[config.mk]
export PLATFORM = sky130hd
export DESIGN_NAME = uart_rx_os
export DESIGN_NICKNAME = d
export VERILOG_FILES = /design/src/rtl/uart_rx_os.sv
export SDC_FILE = /design/constraint.sdc
export NUM_CORES = 1
export LEC_CHECK = 0
export CORE_ASPECT_RATIO = 0.9
export CORE_UTILIZATION = 27
export CTS_BUF_LIST = sky130_fd_sc_hd__clkbuf_4 sky130_fd_sc_hd__clkbuf_8
export DETAILED_ROUTE_END_ITERATION = 8
export PLACE_DENSITY = 0.56
export SYNTH_ARGS = -nofsm -noshare
export SYNTH_HDL_FRONTEND = slang
export SYNTH_SLANG_ARGS = --single-unit
[constraint.sdc]
create_clock -name clk -period 3.5 [get_ports clk]
set_input_delay 0.7 -clock clk [delete_from_list [all_inputs] [get_ports clk]]
set_output_delay 0.7 -clock clk [all_outputs]
set_load 0.1 [all_outputs]
[src/rtl/uart_rx_os.sv]
// Oversampling UART receiver: synchronises rxd, validates start bits, majority-votes each bit mid-cell,
// and holds LSB-first words behind a valid/ack register. Optional parity stage: define UART_RX_PARITY_EN.
module uart_rx_os #(
    parameter int DATABITS    = 8,
    parameter int OVERSAMPLE  = 16,
    parameter int SYNC_STAGES = 2,
    parameter int ODD_PARITY  = 0
) (
    input  logic                clk,
    input  logic                rst,
    input  logic                tick,
    input  logic                rxd,
    input  logic                rx_ack,
    output logic [DATABITS-1:0] rx_data,
    output logic                rx_valid,
    output logic                rx_ferr,
    output logic                rx_perr,
    output logic                rx_ovr,
    output logic                busy
);
    localparam int CW = $clog2(OVERSAMPLE);
    localparam int BW = $clog2(DATABITS + 1);
    localparam logic [CW-1:0] CNT_LAST = CW'(OVERSAMPLE - 1);
    localparam logic [CW-1:0] CNT_V0   = CW'(OVERSAMPLE / 2 - 1);
    localparam logic [CW-1:0] CNT_V1   = CW'(OVERSAMPLE / 2);
    localparam logic [CW-1:0] CNT_DEC  = CW'(OVERSAMPLE / 2 + 1);
    localparam logic [BW-1:0] BITS_ALL = BW'(DATABITS);

    typedef enum logic [2:0] {S_IDLE, S_START, S_DATA, S_PARITY, S_STOP, S_BREAK} state_t;

    logic [SYNC_STAGES-1:0] sync_q;
    state_t                 state_q;
    logic [CW-1:0]          cnt_q, cnt_d;
    logic [BW-1:0]          bitcnt_q;
    logic [1:0]             samp_q;
    logic [DATABITS-1:0]    shift_q;
    logic                   commit_q, cferr_q, busy_q;
    logic [DATABITS-1:0]    rx_data_q;
    logic                   rx_valid_q, ferr_q, ovr_q;
    logic                   rxd_s, vote, is_dec, is_last;

    assign rxd_s   = sync_q[SYNC_STAGES-1];
    assign is_dec  = (cnt_q == CNT_DEC);
    assign is_last = (cnt_q == CNT_LAST);

    always_comb begin
        cnt_d = is_last ? '0 : cnt_q + 1'b1;
        vote  = (samp_q[0] & samp_q[1]) | (samp_q[0] & rxd_s) | (samp_q[1] & rxd_s);
    end

    always_ff @(posedge clk) begin
        if (rst) sync_q <= '1;
        else     sync_q <= {sync_q[SYNC_STAGES-2:0], rxd};
    end

    // The third vote is the live synchronised sample taken at the decision tick.
    always_ff @(posedge clk) begin
        if (tick && cnt_q == CNT_V0) samp_q[0] <= rxd_s;
        if (tick && cnt_q == CNT_V1) samp_q[1] <= rxd_s;
        if (tick && state_q == S_DATA && is_dec) shift_q <= {vote, shift_q[DATABITS-1:1]};
    end

`ifdef UART_RX_PARITY_EN
    logic cperr_q, perr_q;
    localparam logic ODD = 1'(ODD_PARITY);
`else
    logic unused_odd;
    assign unused_odd = 1'(ODD_PARITY);
`endif

    always_ff @(posedge clk) begin
        if (rst) begin
            state_q  <= S_IDLE;
            cnt_q    <= '0;
            bitcnt_q <= '0;
            commit_q <= 1'b0;
            cferr_q  <= 1'b0;
            busy_q   <= 1'b0;
`ifdef UART_RX_PARITY_EN
            cperr_q  <= 1'b0;
`endif
        end else begin
            commit_q <= 1'b0;
            if (tick) begin
                case (state_q)
                    S_IDLE: if (!rxd_s) begin
                        state_q <= S_START;
                        cnt_q   <= '0;
                        busy_q  <= 1'b1;
                    end
                    S_START: begin
                        cnt_q <= cnt_d;
                        if (is_dec && vote) begin
                            state_q <= S_IDLE;
                            busy_q  <= 1'b0;
                        end else if (is_last) begin
                            state_q  <= S_DATA;
                            bitcnt_q <= '0;
`ifdef UART_RX_PARITY_EN
                            cperr_q  <= 1'b0;
`endif
                        end
                    end
                    S_DATA: begin
                        cnt_q <= cnt_d;
                        if (is_dec) bitcnt_q <= bitcnt_q + 1'b1;
                        if (is_last && bitcnt_q == BITS_ALL) begin
`ifdef UART_RX_PARITY_EN
                            state_q <= S_PARITY;
`else
                            state_q <= S_STOP;
`endif
                        end
                    end
`ifdef UART_RX_PARITY_EN
                    S_PARITY: begin
                        cnt_q <= cnt_d;
                        if (is_dec) cperr_q <= vote ^ (^shift_q) ^ ODD;
                        if (is_last) state_q <= S_STOP;
                    end
`endif
                    // Stop is decided mid-cell so the next start edge is never missed.
                    S_STOP: begin
                        cnt_q <= cnt_d;
                        if (is_dec) begin
                            commit_q <= 1'b1;
                            cferr_q  <= ~vote;
                            state_q  <= vote ? S_IDLE : S_BREAK;
                            busy_q   <= ~vote;
                        end
                    end
                    S_BREAK: if (rxd_s) begin
                        state_q <= S_IDLE;
                        busy_q  <= 1'b0;
                    end
                    default: begin
                        state_q <= S_IDLE;
                        busy_q  <= 1'b0;
                    end
                endcase
            end
        end
    end

    always_ff @(posedge clk) begin
        if (rst) begin
            rx_data_q  <= '0;
            rx_valid_q <= 1'b0;
            ferr_q     <= 1'b0;
            ovr_q      <= 1'b0;
`ifdef UART_RX_PARITY_EN
            perr_q     <= 1'b0;
`endif
        end else if (commit_q) begin
            rx_data_q  <= shift_q;
            rx_valid_q <= 1'b1;
            ferr_q     <= cferr_q;
            ovr_q      <= rx_valid_q & ~rx_ack;
`ifdef UART_RX_PARITY_EN
            perr_q     <= cperr_q;
`endif
        end else if (rx_ack && rx_valid_q) begin
            rx_valid_q <= 1'b0;
            ovr_q      <= 1'b0;
        end
    end

    assign rx_data  = rx_data_q;
    assign rx_valid = rx_valid_q;
    assign rx_ferr  = ferr_q;
    assign rx_ovr   = ovr_q;
    assign busy     = busy_q;
`ifdef UART_RX_PARITY_EN
    assign rx_perr  = perr_q;
`else
    assign rx_perr  = 1'b0;
`endif
endmodule
### Word level (Yosys, flattened, before mapping)

Cells that the tools add are included.

| storage, ports and cells | value |
|---|---|
| word-level logic and storage cells | 87 |
| output and inout bits | 13 |
| register bits | 37 |
| input port bits | 5 |

| operators by class | value |
|---|---|
| reductions and logical operators | 18 |
| equality and inequality tests | 18 |
| bitwise operators | 11 |
| add/sub/neg operators | 2 |
| mux-type cells | 24 |

Operators by type and width:

| operator | number |
|---|---|
| 3-bit two-way mux | 7 |
| 4-bit two-way mux | 5 |
| 4-bit == test, second input constant | 4 |
| 4-bit case mux with 2 select lines | 2 |
| 3-bit case mux with 5 select lines | 1 |
| 2-bit != test, second input constant | 7 |
| 6-bit AND reduction | 2 |
| 4-bit by 1-bit adder with 4-bit output, second input constant | 2 |
| 1-bit two-way mux | 8 |
| 1-bit logical AND | 7 |
| 3-bit == test, second input constant | 2 |
| 3-bit AND reduction | 2 |
| 2-bit nonzero test | 3 |
| 3-bit OR reduction | 2 |
| 1-bit NOT | 5 |
| 1-bit case mux with 5 select lines | 1 |
| 5-bit AND reduction | 1 |
| 1-bit bitwise AND | 4 |
| 4-bit by 3-bit == test with 1-bit output, second input constant | 1 |
| 3-bit by 1-bit == test with 1-bit output, second input constant | 1 |
| 3-bit by 2-bit == test with 1-bit output, second input constant | 1 |
| 3-bit zero test | 1 |
| 3-bit != test, second input constant | 1 |
| 2-bit by 1-bit != test with 1-bit output, second input constant | 1 |
| 1-bit OR | 2 |

### Depth between registers and ports, before layout

Gate-level depths: netlist (run 1).

| depth | value |
|---|---|
| depth in word-level cells | 6 |
| mapped depth | 8 |
| mapped depth without buffers | 7 |

### Worst setup path before layout (run 1)

Ideal clock, no wire load.

| path | value |
|---|---|
| path type | register -> register |
| from | reg cnt_q[1] |
| to | reg busy_q, in the netlist busy |
| stages on the path, launching flop included | 9 |
| setup time | 0.128 ns |
| required time | 3.372 ns |
| path buffers | 1 |
| period minus slack after synthesis | 1.746 ns |
| arrival | 1.618 ns |
| path slack | 1.754 ns |
| path through | dfxtp_1 -> inv_1 -> ha_1 -> and3b_1 -> buf_6 -> a221o_2 -> and4bb_4 -> mux2i_1 -> nor2_1 |

| between the ends | value |
|---|---|
| cells in the longest elaborated chain, start to end | 4 |
| elaborated cells between the ends (all ways) | 5 |
| classes of those cells | 3 x eq/ne; 2 x reduce/logical |

Ends and longest elaborated chain:

| what | RTL line | text |
|---|---|---|
| start, declared | 33 | `logic [CW-1:0] cnt_q, cnt_d;` |
| start signal, assigned | 92 | `cnt_q <= cnt_d;` |
| start signal, assigned | 105 | `cnt_q <= cnt_d;` |
| start signal, assigned | 124 | `cnt_q <= cnt_d;` |
| 4-bit == test * | 43 | `assign is_dec = (cnt_q == CNT_DEC);` |
| 1-bit logical AND | 93 | `if (is_dec && vote) begin` |
| 2-bit != test (no source line) | - |  |
| 6-bit AND reduction (no source line) * | - |  |
| end signal, assigned | 129 | `busy_q <= ~vote;` |
| end, declared | 37 | `logic commit_q, cferr_q, busy_q;` |

Mark *: on every way between the ends. The rest lies on a longest branch, timed or not.
A chain may end at the register's enable or synchronous reset.

### Worst setup path after layout (run 1)

| path | value |
|---|---|
| from | reg rx_valid_q, in the netlist rx_valid |
| to | out rx_valid |

RTL lines:

| what | RTL line | text |
|---|---|---|
| start, declared | 39 | `logic rx_valid_q, ferr_q, ovr_q;` |
| start signal, assigned | 148 | `rx_valid_q <= 1'b0;` |
| start signal, assigned | 156 | `rx_valid_q <= 1'b1;` |
| start signal, assigned | 163 | `rx_valid_q <= 1'b0;` |
| end, declared | 15 | `output logic rx_valid,` |

No word-level cell between the ends.

==> flow_metrics.tcl, run 1 <==
set metrics [dict create \
    status "completed" \
    fmax_mhz 398 \
    final_cells 245 \
    place_inst 237 \
    crit_family "buffers and inverters" \
    relSlewSlack_pct 32.6 \
    yosysWarnings 0 \
    cts_tree "done" \
    async_flop_share_pct 0 \
    ctsHoldBuffers 0 \
    hold_start "sync_q[0]" \
    drt_iter0_markers 128 \
    coreArea_sq_um 5820 \
    whs_endpoint "sync_q[1]" \
    hold_class "reg2reg" \
    floorplan.initialDensity_pct 28.8 \
    grt_pass1_vias 1089 \
    route.detailed.drc 0 \
    rr_endpoint "bitcnt_q[3]" \
    synthesis.nets 172 \
    areaGrowthSynthToFinish_pct 15.7 \
    endpoint_kind "primary output" \
    grt_max_degree 29 \
    worstMarginPinSlew_ns 1.01 \
    core.rowCount 26 \
    grt-ovfl-total 0 \
    diodes 0 \
    peakVddDrop_v 0.000149 \
    powerDensity_nw_per_um2 404 \
    rsz0062_at_grt "no" \
    drive_gt1_share_pct 10.9 \
    maxCapViolations 0 \
    path_clk_slew_ns 0.07 \
    synth-seq-cells 37 \
    die_area_sq_um 6530 \
    wirelength_microns 2960 \
    synthesis.area_sq_um 1680 \
    slowest_delay_ns 1.15 \
    setup_violations 0 \
    critical_path_buf_inv_count 1 \
    clk_latency_ns 0.28 \
    cp.arrival_ns 1.81 \
    place.gp.congestion 0.724 \
    clock_sinks 37 \
    postCtsSetupBuffers 0 \
    path_cells "clkdlybuf4s50_1" \
    leakagePower_nw 0.655 \
    final_nets 184 \
    tns_ns 0 \
    yosys.cell_types.count 47 \
    dr.pass1.iters 4 \
    dieHeight_microns 76.8 \
    synth_edf_count 10 \
    criticalPathCategory "reg2out" \
    drtAntennaViolNets 0 \
    final_cell_mix "dfxtp_1, nor2_1, clkdlybuf4s50_1" \
    cp.required_ns 2.80 \
    grt_use_total_pct 9.90 \
    ctsLongestPathBuffers 2 \
    slowest_stage "clkdlybuf4s50_1" \
    skew_ns 0.00975 \
    postSynthAreaPerCell_sq_um 10.3 \
    setup_ws_ns 0.989 \
    wl_per_cell_microns 12.1 \
    port_buffers 16 \
    seq_area_frac_synth_pct 50.1 \
    finalHoldViolations 0 \
    period_needed_ns 2.51 \
    cts_max_level 2 \
    grt_pass1_wl_microns 5140 \
    antenna_found_initial 0 \
    crit_fanout 4 \
    root_buffer "clkbuf_8" \
    die_w_microns 85.1 \
    reg2reg_from "state_q[1]" \
    hold_path_depth 1 \
    ff2ff_setup_slack_ns 1.57 \
    ys.flop_type "dfxtp_1" \
    ioPinCount 18 \
    vias_per_cell 4.78 \
    cts_resized 0 \
    layout_commonest_cell "dfxtp_1" \
    cts_buffers 5 \
    start_kind "flip-flop" \
    hpwl_microns 1970 \
    vias 1172 \
    period_share_pct 71.7 \
    pre_cts_slack_ns 1.11 \
    reg2regPathDepth 4 \
    drv_slew 0 \
    postSynthCellCount 162 \
]
[through the flow]
step	hold WS (ns)	utilization (%)	power, mW	cell area, sq um
4_1_cts	0.421	33.3	0.796	1940
2_1_floorplan	0.389	-	0.495	1680
3_3_place_gp	0.391	31.8	0.506	1850
5_1_grt	0.434	33.3	0.818	1940
3_5_place_dp	0.405	31.8	0.505	1850
6_report	0.419	33.3	0.784	1940
[worst max-delay path by stage]
stage | start | to | slack (ns) | depth (start not counted)
after global placement | tick | bitcnt_q[3] | 1.16 | 4
final | rx_valid | rx_valid | 0.99 | 1
after floorplan | cnt_q[1] | busy | 1.75 | 8
after CTS | rx_valid | rx_valid | 0.98 | 1
after detailed placement | tick | bitcnt_q[3] | 1.11 | 4
after global routing | rx_valid | rx_valid | 0.96 | 1
[registers in the layout, indices dropped and copies added, names as in the netlist]
register	cells
rx_ovr	1
busy	1
rx_data	8
sync_q	2
rx_ferr	1
bitcnt_q	4
cnt_q	4
state_q	3
commit_q	1
samp_q	2
rx_valid	1
cferr_q	1
shift_q	8
[routing by layer]
metal | wire length (microns) | vias up | part of all wire [%] | global-route usage, %
met4 | 27 | 0 | 0.91 | 4.07
met2 | 1260 | 28 | 42 | 14.5
met5 | 0 | - | 0 | 0
li1 | - | 601 | - | -
met3 | 129 | 2 | 4.4 | 2.37
met1 | 1540 | 541 | 52 | 13.8
[cell type report]
type,instances,area (sq um)
clock buffers,6,76.3
clock inverters,2,10.0
fillers,600,3880
inverters,8,30.0
multi-input cells,106,736
flip-flops and latches,37,841
well taps,70,87.6
repair buffers,16,160
[power by group]
part | switching (mW) | total, mW | internal (mW)
combinational | 0.0310 | 0.0499 | 0.0190
clock | 0.142 | 0.288 | 0.146
sequential | 0.00510 | 0.446 | 0.440
total | 0.178 | 0.784 | 0.605
[cell usage after synthesis (3+ instances only)]
cell type,n,area share (%)
o31ai_1,3,1.3
nor2b_1,3,1.1
edfxtp_1,10,18
nand2_1,3,0.67
inv_1,8,1.8
nand2b_1,5,1.9
dfxtp_1,27,32
nor2_1,25,5.6
mux2i_1,13,7.8
a21oi_1,8,2.4
buf_4,3,1.3
nand3_1,3,0.90
a211oi_1,3,1.3
ha_1,5,3.7
buf_1,3,0.67
[cells by family (layout without fill, tap and decap cells)]
kind of cell,Yosys count,after routing,share of synthesized area (%)
multiplexers,13,13,7.76
flip-flops,37,37,50.1
other,1,1,0.224
adder cells (fa/ha/maj),6,6,4.40
AND/OR/NAND/NOR,57,57,19.2
buffers and inverters,19,32,5.97
AO/OA/AOI/OAI,29,29,12.3
Power figures use the tool's default switching activity.
==> inputs of run 2 (changes only) <==
Clock period 3.5 ns to 2.5 ns, I/O delays scaled along.
==> run 2 against run 1 <==
  * Setup slack got worse by 0.38 ns
  * Critical path type is now reg2reg
  * Critical path depth increased by 3
  * Via count increased by 1.2%
  * Wire length increased by 4.9%
  * First-iteration DRC count decreased by 41%
  * Non-clock buffer count increased by 2
  * Clock skew decreased by 0.0025 ns
==> flow_metrics.tcl, run 2 (same netlist as run 1, synthesis figures left out) <==
set metrics [dict create \
    status "completed" \
    cts_tree "done" \
    seq_power_share_pct 51.6 \
    skew_ns 0.00723 \
    vias_per_cell 4.80 \
    powerDensity_nw_per_um2 620 \
    vias 1186 \
    hold_class "reg2reg" \
    endpoint_kind "flip-flop" \
    port_buffers 16 \
    place_inst 239 \
    worstMarginPinSlew_ns 0.633 \
    drv_slew 0 \
    crit_fanout 14 \
    final_cells 247 \
    maxCapViolations 0 \
    cts_resized 0 \
    fmax_mhz 530 \
    die_area_sq_um 6530 \
    p_sw_share_pct 21.3 \
    ff2ff_setup_slack_ns 0.61 \
    place.gp.congestion 0.787 \
    cts_buffers 5 \
    wl_per_cell_microns 12.6 \
    core.rowCount 26 \
    diodes 0 \
    ctsLongestPathBuffers 2 \
    fillers 593 \
    wirelength_microns 3100 \
    drtAntennaViolNets 0 \
    p_sw_uw 258 \
    floorplan.initialDensity_pct 28.8 \
    layout_commonest_cell "dfxtp_1" \
    postCtsSetupBuffers 0 \
    criticalPathCategory "reg2reg" \
    dieHeight_microns 76.8 \
    antenna_found_initial 0 \
    regArea_sq_um 841 \
    start_kind "flip-flop" \
    period_share_pct 75.5 \
    pwr-share-comb_pct 6.0 \
    drive_gt1_share_pct 18.6 \
    grt-ovfl-total 0 \
    relSlewSlack_pct 57.7 \
    drt_iter0_markers 75 \
    hpwl_microns 2100 \
    period_needed_ns 1.89 \
    coreArea_sq_um 5820 \
    ctsHoldBuffers 0 \
    finalHoldViolations 0 \
    cp.required_ns 2.69 \
    route.detailed.drc 0 \
    areaGrowthSynthToFinish_pct 16.3 \
    final_nets 186 \
    grt_use_total_pct 10.8 \
    final_cell_mix "dfxtp_1, nor2_1, buf_4" \
    setup_violations 0 \
    die_w_microns 85.1 \
    clock_sinks 37 \
    peakVddDrop_v 0.000226 \
    grt_pass1_vias 1112 \
    rsz0062_at_grt "no" \
    p_int_uw 951 \
    multiInputGateArea_sq_um 736 \
    root_buffer "clkbuf_8" \
    clk_latency_ns 0.29 \
    ioPinCount 18 \
    grt_pass1_wl_microns 5530 \
    tns_ns 0 \
    p_clk_share_pct 42.3 \
    cts_max_level 2 \
    cp.arrival_ns 2.08 \
    dr.pass1.iters 5 \
    path_clk_slew_ns 0.07 \
    grt_max_degree 17 \
    leakagePower_nw 0.700 \
]
run 2: cell count changes in the layout (fill, tap and decap cells not counted):
| cell | change |
|---|---|
| buf_4 | +14 |
| clkdlybuf4s50_1 | -12 |
| bufinv_16 | +1 |
| clkinv_2 | -1 |
run 2: stage by stage:
| stage | hold slack (ns) | total power [mW] | worst slack, ns | util [%] | instance area (sq um) |
|---|---|---|---|---|---|
| 2_1_floorplan | 0.389 | 0.693 | 0.754 | - | 1680 |
| 3_3_place_gp | 0.392 | 0.711 | 0.636 | 31.6 | 1840 |
| 3_5_place_dp | 0.397 | 0.711 | 0.595 | 31.6 | 1840 |
| 4_1_cts | 0.419 | 1.23 | 0.597 | 33.5 | 1950 |
| 5_1_grt | 0.433 | 1.27 | 0.452 | 33.5 | 1950 |
| 6_report | 0.413 | 1.21 | 0.612 | 33.5 | 1950 |
run 2: cell type report:
class / instances / share of cell area, %
clock buffers: 6 / 3.91
inverters: 8 / 1.54
multi-input cells: 106 / 37.7
repair buffers: 18 / 7.44
clock inverters: 2 / 1.80
well taps: 70 / 4.49
flip-flops and latches: 37 / 43.1
run 2: power groups by stage:
stage	registers, mW	logic [mW]	clock network (mW)
floorplan	0.642	0.0515	0
global placement	0.638	0.0729	0
detailed placement	0.638	0.0727	0
CTS	0.624	0.0731	0.532
global route	0.625	0.0809	0.561
finish	0.625	0.0729	0.512
run 2: path summary, 6_finish.rpt:
| path | cells past startpoint | end | start |
|---|---|---|---|
| min reg2reg | 1 | sync_q[1] | sync_q[0] |
| max | 4 | bitcnt_q[3] | state_q[1] |
| max reg2reg | 4 | bitcnt_q[3] | state_q[1] |
| min | 1 | sync_q[1] | sync_q[0] |
run 2: critical path: stages, from the launching register on:
cell and delay (ns):
dfxtp_1 0.52, nor3b_1 0.41, and3_2 0.45, a41oi_1 0.16, a311oi_1 0.25
run 2: per-layer routing:
metal / global-route usage [%] / share of wire, % / wire length, microns / vias up
met5: 0 / 0 / 0 / -
met3: 3.23 / 4.9 / 152 / 5
met2: 14.1 / 39 / 1210 / 28
met4: 5.08 / 2.0 / 61 / 0
met1: 15.8 / 54 / 1680 / 552
li1: - / - / - / 601
==> inputs of run 3 (changes only) <==
Clock period 2.5 ns to 1.95 ns, I/O delays scaled along.
==> run 3 against run 2 <==
  * Non-clock buffer count increased by 5
  * Highest routed layer unchanged
  * Largest power group unchanged
  * Die area unchanged
  * Sequential cell count unchanged
==> flow_metrics.tcl, run 3 (same netlist as run 1, synthesis figures left out) <==
set metrics [dict create \
    hpwl_microns 2120 \
    cts_resized 0 \
    grt-ovfl-total 0 \
    dieHeight_microns 76.8 \
    drtAntennaViolNets 0 \
    cts_max_level 2 \
    core.rowCount 26 \
    powerDensity_nw_per_um2 727 \
    ctsLongestPathBuffers 2 \
    skew_ns 0.00594 \
    antenna_found_initial 0 \
    timing.hold.ws_ns 0.413 \
    cts_tree "done" \
    criticalPathCategory "reg2reg" \
    multiInputGateArea_sq_um 736 \
    final_nets 191 \
    final_cell_mix "dfxtp_1, nor2_1, buf_4" \
    cts_buffers 5 \
    leakagePower_nw 0.716 \
    areaGrowthSynthToFinish_pct 17.1 \
    grt_pass1_wl_microns 5300 \
    finalHoldViolations 0 \
    maxCapViolations 0 \
    fmax_mhz 558 \
    clock_sinks 37 \
    die_area_sq_um 6530 \
    period_share_pct 91.9 \
    wl_per_cell_microns 12.3 \
    postCtsSetupBuffers 0 \
    drt_iter0_markers 82 \
    vias_per_cell 4.84 \
    hold_class "reg2reg" \
    peakVddDrop_v 0.000274 \
    status "completed" \
    drv_slew 0 \
    path_cells "inv_1, ha_1, and3b_1, a221o_2, and4bb_4, mux2i_1, nor2_1" \
    coreArea_sq_um 5820 \
    slowest_delay_ns 0.41 \
    tns_ns 0 \
    route.detailed.drc 0 \
    crit_family "simple AND/OR/NAND/NOR gates" \
    fillers 599 \
    vias 1219 \
    grt_max_degree 15 \
    rsz0062_at_grt "no" \
    diodes 0 \
    cp.required_ns 2.14 \
    cp.arrival_ns 1.98 \
    ff2ff_setup_slack_ns 0.16 \
    start_kind "flip-flop" \
    final_cells 252 \
    critical_path_buf_inv_count 1 \
    ctsHoldBuffers 0 \
    place.gp.congestion 0.774 \
    crit_fanout 6 \
    port_buffers 16 \
    grt_use_total_pct 10.5 \
    drive_gt1_share_pct 20.9 \
    clk_latency_ns 0.29 \
    regArea_sq_um 841 \
    root_buffer "clkbuf_8" \
    relSlewSlack_pct 57.1 \
    ioPinCount 18 \
    slowest_stage "a221o_2" \
    period_needed_ns 1.79 \
    floorplan.initialDensity_pct 28.8 \
    grt_pass1_vias 1115 \
    endpoint_kind "flip-flop" \
    worstMarginPinSlew_ns 0.643 \
    setup_violations 0 \
    dr.pass1.iters 4 \
    wirelength_microns 3090 \
    path_clk_slew_ns 0.07 \
    layout_commonest_cell "dfxtp_1" \
    die_w_microns 85.1 \
    place_inst 244 \
]
## run 3: layout make-up
class,instances,share of cell area (%)
clock buffer,6,3.89
clock inverter,2,0.510
inverter,8,1.53
multi-input combinational,106,37.5
sequential,37,42.8
tap,70,4.46
timing repair buffer,23,9.31
## run 3: report_power, final
group	switching, mW	total [mW]	internal [mW]
clock network	0.268	0.530	0.261
registers	0.00557	0.796	0.791
logic	0.0621	0.102	0.0398
total	0.336	1.43	1.09
## run 3: per-layer routing
layer	wire, microns	GRT usage (%)
met1	1550	14.3
met5	0	0
met2	1260	14.5
met3	184	2.91
met4	89	6.61
## run 3: worst paths after layout
check                                from        end  cells past startpoint
worst max-delay path             cnt_q[1]       busy                      7
worst min-delay path            sync_q[0]  sync_q[1]                      1
worst max register to register   cnt_q[1]       busy                      7
worst min register to register  sync_q[0]  sync_q[1]                      1
## run 3: through the flow
stage | util [%] | instance area [sq um] | power (mW) | setup slack, ns
2_1_floorplan | - | 1680 | 0.889 | 0.204
3_3_place_gp | 32.2 | 1880 | 0.916 | 0.117
3_5_place_dp | 32.2 | 1880 | 0.915 | 0.155
4_1_cts | 33.7 | 1960 | 1.45 | 0.156
5_1_grt | 33.7 | 1960 | 1.49 | 0.0572
6_report | 33.7 | 1960 | 1.43 | 0.159
